`src/rtl/mm2axi4_burst.sv`:
```
// mm2axi4_burst: SoC memory bus (a/d/we/rd/spo/ready) to AXI4 master bridge with INCR bursts.
// One transaction at a time; ready pulses per beat, last on the final beat, irq on bad responses.
module mm2axi4_burst #(
    parameter int AXI4_IDLEN   = 4,
    parameter int AXI4_ADDRLEN = 27,
    parameter int AXI4_DATALEN = 32,
    parameter int MAX_BURST    = 32
) (
    input  logic                      clk,
    input  logic                      rst_n,
    input  logic [31:0]               a,
    input  logic [AXI4_DATALEN-1:0]   d,
    input  logic                      we,
    input  logic                      rd,
    input  logic                      burst_en,
    input  logic [7:0]                burst_length,
    output logic [AXI4_DATALEN-1:0]   spo,
    output logic                      ready,
    output logic                      last,
    output logic                      irq,
    output logic [AXI4_IDLEN-1:0]     m_axi_awid,
    output logic [AXI4_ADDRLEN-1:0]   m_axi_awaddr,
    output logic [7:0]                m_axi_awlen,
    output logic [2:0]                m_axi_awsize,
    output logic [1:0]                m_axi_awburst,
    output logic                      m_axi_awlock,
    output logic [3:0]                m_axi_awcache,
    output logic [2:0]                m_axi_awprot,
    output logic [3:0]                m_axi_awqos,
    output logic                      m_axi_awvalid,
    input  logic                      m_axi_awready,
    output logic [AXI4_IDLEN-1:0]     m_axi_wid,
    output logic [AXI4_DATALEN-1:0]   m_axi_wdata,
    output logic [AXI4_DATALEN/8-1:0] m_axi_wstrb,
    output logic                      m_axi_wlast,
    output logic                      m_axi_wvalid,
    input  logic                      m_axi_wready,
    input  logic [AXI4_IDLEN-1:0]     m_axi_bid,
    input  logic [1:0]                m_axi_bresp,
    input  logic                      m_axi_bvalid,
    output logic                      m_axi_bready,
    output logic [AXI4_IDLEN-1:0]     m_axi_arid,
    output logic [AXI4_ADDRLEN-1:0]   m_axi_araddr,
    output logic [7:0]                m_axi_arlen,
    output logic [2:0]                m_axi_arsize,
    output logic [1:0]                m_axi_arburst,
    output logic                      m_axi_arlock,
    output logic [3:0]                m_axi_arcache,
    output logic [2:0]                m_axi_arprot,
    output logic [3:0]                m_axi_arqos,
    output logic                      m_axi_arvalid,
    input  logic                      m_axi_arready,
    input  logic [AXI4_IDLEN-1:0]     m_axi_rid,
    input  logic [AXI4_DATALEN-1:0]   m_axi_rdata,
    input  logic [1:0]                m_axi_rresp,
    input  logic                      m_axi_rlast,
    input  logic                      m_axi_rvalid,
    output logic                      m_axi_rready
);

    localparam int LSB = $clog2(AXI4_DATALEN / 8);

    typedef enum logic [2:0] {
        IDLE, RD_ADDR, RD_DATA, WR_ADDR, WR_DATA, WR_RESP, DONE
    } state_t;

    state_t                    state_q, state_d;
    logic [AXI4_ADDRLEN-1:0]   addr_q, addr_d;
    logic [7:0]                len_q, len_d;
    logic [7:0]                beat_q, beat_d;
    logic [AXI4_DATALEN-1:0]   spo_q, spo_d;
    logic                      ready_q, ready_d;
    logic                      last_q, last_d;
    logic                      irq_q, irq_d;
    logic                      wgap_q, wgap_d;
    logic                      final_beat;
    logic                      unused_ok;

    function automatic logic [7:0] calc_axlen(input logic en, input logic [7:0] bl);
        int n;
        n = en ? int'(bl) : 1;
        if (n < 1) n = 1;
        if (n > MAX_BURST) n = MAX_BURST;
        return 8'(n - 1);
    endfunction

    assign final_beat = (beat_q == len_q);

    always_ff @(posedge clk) begin
        if (!rst_n) begin
            state_q <= IDLE;
            beat_q  <= '0;
            spo_q   <= '0;
            ready_q <= 1'b0;
            last_q  <= 1'b0;
            irq_q   <= 1'b0;
            wgap_q  <= 1'b0;
        end else begin
            state_q <= state_d;
            beat_q  <= beat_d;
            spo_q   <= spo_d;
            ready_q <= ready_d;
            last_q  <= last_d;
            irq_q   <= irq_d;
            wgap_q  <= wgap_d;
        end
    end

    // Address and length only matter once a transaction is latched, so they carry no reset.
    always_ff @(posedge clk) begin
        addr_q <= addr_d;
        len_q  <= len_d;
    end

    always_comb begin
        state_d = state_q;
        addr_d  = addr_q;
        len_d   = len_q;
        beat_d  = beat_q;
        spo_d   = spo_q;
        ready_d = 1'b0;
        last_d  = 1'b0;
        irq_d   = 1'b0;
        wgap_d  = 1'b0;
        case (state_q)
            IDLE: begin
                beat_d = '0;
                if (rd || we) begin
                    addr_d  = {a[AXI4_ADDRLEN-1:LSB], {LSB{1'b0}}};
                    len_d   = calc_axlen(burst_en, burst_length);
                    state_d = rd ? RD_ADDR : WR_ADDR;
                end
            end
            RD_ADDR: if (m_axi_arready) state_d = RD_DATA;
            RD_DATA: begin
                if (m_axi_rvalid) begin
                    spo_d   = m_axi_rdata;
                    ready_d = 1'b1;
                    beat_d  = beat_q + 8'd1;
                    irq_d   = (m_axi_rresp != 2'b00) || (m_axi_rlast != final_beat);
                    // An early rlast ends the burst here rather than waiting for beats that never come.
                    if (final_beat || m_axi_rlast) begin
                        last_d  = 1'b1;
                        state_d = DONE;
                    end
                end
            end
            WR_ADDR: if (m_axi_awready) state_d = WR_DATA;
            WR_DATA: begin
                if (m_axi_wvalid && m_axi_wready) begin
                    beat_d = beat_q + 8'd1;
                    if (final_beat) begin
                        state_d = WR_RESP;
                    end else begin
                        ready_d = 1'b1;
                        wgap_d  = 1'b1;
                    end
                end
            end
            WR_RESP: begin
                if (m_axi_bvalid) begin
                    ready_d = 1'b1;
                    last_d  = 1'b1;
                    irq_d   = (m_axi_bresp != 2'b00);
                    state_d = DONE;
                end
            end
            DONE:    state_d = IDLE;
            default: state_d = IDLE;
        endcase
    end

    assign spo   = spo_q;
    assign ready = ready_q;
    assign last  = last_q;
    assign irq   = irq_q;

    assign m_axi_awid    = '0;
    assign m_axi_awaddr  = addr_q;
    assign m_axi_awlen   = len_q;
    assign m_axi_awsize  = 3'(LSB);
    assign m_axi_awburst = 2'b01;
    assign m_axi_awlock  = 1'b0;
    assign m_axi_awcache = 4'd0;
    assign m_axi_awprot  = 3'd0;
    assign m_axi_awqos   = 4'd0;
    assign m_axi_awvalid = (state_q == WR_ADDR);

    // The wgap cycle lets the requester present the next d after each ready pulse.
    assign m_axi_wid    = '0;
    assign m_axi_wdata  = d;
    assign m_axi_wstrb  = '1;
    assign m_axi_wlast  = final_beat;
    assign m_axi_wvalid = (state_q == WR_DATA) && !wgap_q;

    assign m_axi_bready = (state_q == WR_RESP);

    assign m_axi_arid    = '0;
    assign m_axi_araddr  = addr_q;
    assign m_axi_arlen   = len_q;
    assign m_axi_arsize  = 3'(LSB);
    assign m_axi_arburst = 2'b01;
    assign m_axi_arlock  = 1'b0;
    assign m_axi_arcache = 4'd0;
    assign m_axi_arprot  = 3'd0;
    assign m_axi_arqos   = 4'd0;
    assign m_axi_arvalid = (state_q == RD_ADDR);

    assign m_axi_rready = (state_q == RD_DATA);

    assign unused_ok = ^{m_axi_bid, m_axi_rid, a};

endmodule

```
`config.mk`:
```
export PLATFORM = sky130hd
export DESIGN_NAME = mm2axi4_burst
export DESIGN_NICKNAME = d
export VERILOG_FILES = /design/src/rtl/mm2axi4_burst.sv
export SDC_FILE = /design/constraint.sdc
export NUM_CORES = 1
export LEC_CHECK = 0
export BUFFER_PORTS_ARGS = -buffer_cell sky130_fd_sc_hd__buf_4
export CORE_AREA = 5 5 122 124
export DETAILED_ROUTE_END_ITERATION = 12
export DIE_AREA = 0 0 127 129
export PLACE_DENSITY = 0.75
export RECOVER_POWER = 100
export SLEW_MARGIN = 5
export SYNTH_ARGS = -nofsm -noshare
export SYNTH_HDL_FRONTEND = slang
export SYNTH_SLANG_ARGS = --single-unit
```
`constraint.sdc`:
```
create_clock -name clk -period 5.75 [get_ports clk]
set_clock_uncertainty 0.2 [all_clocks]
set_input_delay 0 -clock clk [delete_from_list [all_inputs] [get_ports clk]]
set_output_delay 0 -clock clk [all_outputs]
set_load 0.05 [all_outputs]
```
==> impl.org <==
** Status
- The run finished, with violations left.
- Failing checks :: max-capacitance violations, max-slew violations

** Place
- Post-Place Worst Slack :: 2.97 ns
- Once detailed placement completed, the half-perimeter wirelength came to 7.51 mm.
- Final weighted congestion in routability-driven placement :: 0.775
- Number of I/O port buffers :: 186

** Worst setup path
- Worst Path Arrival :: 3.33 ns
- Walking the worst path, the cells encountered are dlygate4sd3_1, clkbuf_4, nor3_1, o21ai_0, and2_0, ha_1, o21ai_0, o21ai_0, nand2_1, dlygate4sd3_1, nand2_1, dlygate4sd3_1.
- Critical Path Fanout Max :: 6
- Type of the setup path with the least slack :: input pin to flip-flop
- For this run, the slowest stage of the critical path takes 0.57 ns.
- The largest individual stage delay along the critical path comes from the cell sky130_fd_sc_hd__dlygate4sd3_1.
- Critical path capture point type :: flip-flop
- At the worst endpoint, the required time is 5.64 ns.
- Kind of start point of the critical path :: input pin

** Final layout
- In the final layout, the share of cells above drive strength 1 is 0.148.
- Count of antenna diodes in the layout :: 0
- Final Core Density :: 0.432
- Number of nets in the layout :: 786
- Layout-stage area growth over the synthesis result :: 47.7%

** Timing
- Unrepaired setup endpoints after global routing :: false
- The number of failing hold endpoints at the final stage came to 0.
- Worst relative slew slack :: -0.119
- At the pin with the least slew margin, the transition time is 1.68 ns.
- Achievable Freq :: 291 MHz
- In the post-route analysis, the smallest setup slack over all paths is 2.31 ns.
- Final-report max-slew violation count :: 69
- Setup violations remaining at the end of the flow were counted as 0.
- The worst path in the final design needs a cycle of 3.44 ns, including I/O delays and setup.
- In the final timing run, aggregate negative setup slack is 0 ns.
- Post-route fraction of the period consumed by the critical path :: 0.598

** Floorplan
- Width of the chip :: 127 um
- Placeable core area :: 13700 um^2
- Count of boundary I/O pins :: 320
- Overall die height :: 129 um
- Initial core utilization :: 0.292
- The initialized floorplan defines 43 standard-cell rows.
- The floorplan step defined a die boundary enclosing 16400 um^2.

** Synth
- Fraction of registers with async set/reset :: 0
- Number of flops mapped to enable cells by yosys :: 33
- Synthesis Warnings :: 0
- After synthesis the cells add up to 3990 um^2.
- Gate count after technology mapping :: 422
- Avg Synthesized Cell Area :: 9.46 um^2
- Cell variety after synth :: 39
- Most used flip-flop cell after synthesis :: sky130_fd_sc_hd__dfxtp_1
- Part of the Yosys area used for sequential elements :: 0.484
- The synthesized design contains 80 register bits.

** Global routing
- Global-route wire length before repair :: 18.0 mm
- Number of antenna violations at the first check in global routing :: 0
- Across every metal layer, demand over resource in global routing totals 0.141.
- The number of global-route vias before repair was 3516.
- Final global-route overflow total :: 0
- Entering global routing, the biggest net connects 38 pins.

** Clock network
- Clock network latency to the later pin of the worst-skew pair :: 0.34 ns
- Deepest clock path buffer count :: 2
- CTS saw 80 sinks.
- After clock tree synthesis, the clock-pin slew on the worst setup and hold paths is 0.07 ns.
- Clock tree synthesis inserted a total of 9 buffers.
- The number of setup buffers added after CTS is 0.
- Post-cts resize count :: 0
- In this run the number of H-tree levels came out at 3.
- CTS tree :: built
- Hold repair after CTS inserted 112 buffers.
- In this run the clock root is driven by a sky130_fd_sc_hd__clkbuf_16.

** Route
- Wirelength per Cell :: 14.5 um
- The detail route stage leaves a number of antenna-violating nets equal to 0.
- Dividing the detail-routed via count by the number of cells gives 4.15.
- Number of design rule violations left after detail routing :: 0
- The routed layout has 3490 vias.
- After the first detailed-routing iteration, the DRC count stood at 122.
- Summed over all layers, the routed wires come to 12.2 mm.
- The first TritonRoute pass finished after 5 iterations.

** Min path
- Worst Hold Class :: input pin to flip-flop

** Power and ir drop
- IR analysis of the VDD net gives a maximum drop of 0.183 mV.
- For this design the ratio of total power to cell area is 469 nW/um^2.
- Reported leakage power :: 2.34 nW

** Run
- Number of maximum-capacitance violations :: 2
## metrics by stage
step	area, um^2	hold WS, ns	total power, W	cells
6_report	5900	0.0703	0.00277	841
5_1_grt	5900	0.0838	0.00290	841
4_1_cts	6320	0.0250	0.00295	841
3_5_place_dp	4890	-0.200	0.00224	713
3_3_place_gp	4890	-0.200	0.00222	713
2_1_floorplan	4200	-0.101	0.00202	476
## sequential cells by signal, summed over array words and instances, names as in the netlist
name,cells
ready,1
spo,32
wgap_q,1
beat_q,8
state_q,3
m_axi_araddr,25
m_axi_arlen,8
irq,1
last,1
## placed cells by master (no fill, tap or decap), types with 5 or more instances in the layout
master,count
sky130_fd_sc_hd__dlygate4sd3_1,112
sky130_fd_sc_hd__clkbuf_1,110
sky130_fd_sc_hd__nand2_1,75
sky130_fd_sc_hd__conb_1,56
sky130_fd_sc_hd__buf_4,54
sky130_fd_sc_hd__dfxtp_1,47
sky130_fd_sc_hd__a21oi_1,39
sky130_fd_sc_hd__edfxtp_1,33
sky130_fd_sc_hd__clkbuf_4,25
sky130_fd_sc_hd__nor2_1,13
sky130_fd_sc_hd__xor2_1,11
sky130_fd_sc_hd__clkbuf_16,9
sky130_fd_sc_hd__o21ai_0,8
sky130_fd_sc_hd__inv_1,5
sky130_fd_sc_hd__nor3_1,5
## cell type report
type	count	area [um^2]
fill	1410	7770
timing repair buffer	301	2130
sequential	80	1930
multi-input combinational	258	1280
clock buffer	9	225
tap	180	225
clock inverter	7	85.1
inverter	6	22.5
## path summary, 6_finish.rpt
check                                startpoint        endpoint  slack (ns)  cells after the start
worst min register to register           spo[3]          spo[3]        0.25                      2
worst min-delay path            burst_length[5]  m_axi_arlen[1]        0.07                      5
worst max-delay path            burst_length[7]  m_axi_arlen[4]        2.31                     12
worst max register to register   m_axi_arlen[5]             irq        2.54                      8
## critical path, delay by kind of cell
family | cells | cell delay (ns)
buf+inv | 4 | 1.82
simple gates | 4 | 0.90
fa+ha+maj | 1 | 0.24
compound gates | 3 | 0.37
## cells by family (layout without fill, tap and decap cells)
kind of cell / count (synthesis) / count (layout) / synth area share
buf+inv: 138 / 323 / 0.245
other cells: 2 / 56 / 0.00188
xor+xnor: 12 / 12 / 0.0263
compound gates: 67 / 67 / 0.100
simple gates: 118 / 118 / 0.128
fa+ha+maj: 3 / 3 / 0.00940
mux: 2 / 2 / 0.00501
flops: 80 / 80 / 0.484
## layer usage
layer	vias to the layer above	routed length [um]	global-route usage
li1	1702	-	-
met1	1581	4300	0.144
met2	188	6400	0.258
met3	19	1250	0.0602
met4	0	252	0.0479
met5	-	0	0
## power breakdown
| group | leakage, nW | total (W) | switching [W] | internal, W |
|---|---|---|---|---|
| sequential | 0.699 | 0.000852 | 0.0000952 | 0.000757 |
| combinational | 1.49 | 0.00132 | 0.00108 | 0.000247 |
| clock | 0.146 | 0.000590 | 0.000245 | 0.000345 |
## cells in the mapped netlist, types with 4 or more instances
| cell type | number | area (um^2) |
|---|---|---|
| sky130_fd_sc_hd__nor2_1 | 13 | 48.8 |
| sky130_fd_sc_hd__nor4_1 | 4 | 25.0 |
| sky130_fd_sc_hd__dfxtp_1 | 47 | 941 |
| sky130_fd_sc_hd__xor2_1 | 11 | 96.3 |
| sky130_fd_sc_hd__nor3_1 | 5 | 25.0 |
| sky130_fd_sc_hd__o21ai_0 | 8 | 40.0 |
| sky130_fd_sc_hd__buf_4 | 119 | 893 |
| sky130_fd_sc_hd__edfxtp_1 | 33 | 991 |
| sky130_fd_sc_hd__buf_2 | 6 | 30.0 |
| sky130_fd_sc_hd__a21oi_1 | 38 | 190 |
| sky130_fd_sc_hd__nand2_1 | 75 | 282 |
| sky130_fd_sc_hd__o21a_1 | 4 | 30.0 |
| sky130_fd_sc_hd__inv_1 | 5 | 18.8 |
| sky130_fd_sc_hd__clkbuf_1 | 6 | 22.5 |
Power figures use the tool's default switching activity.
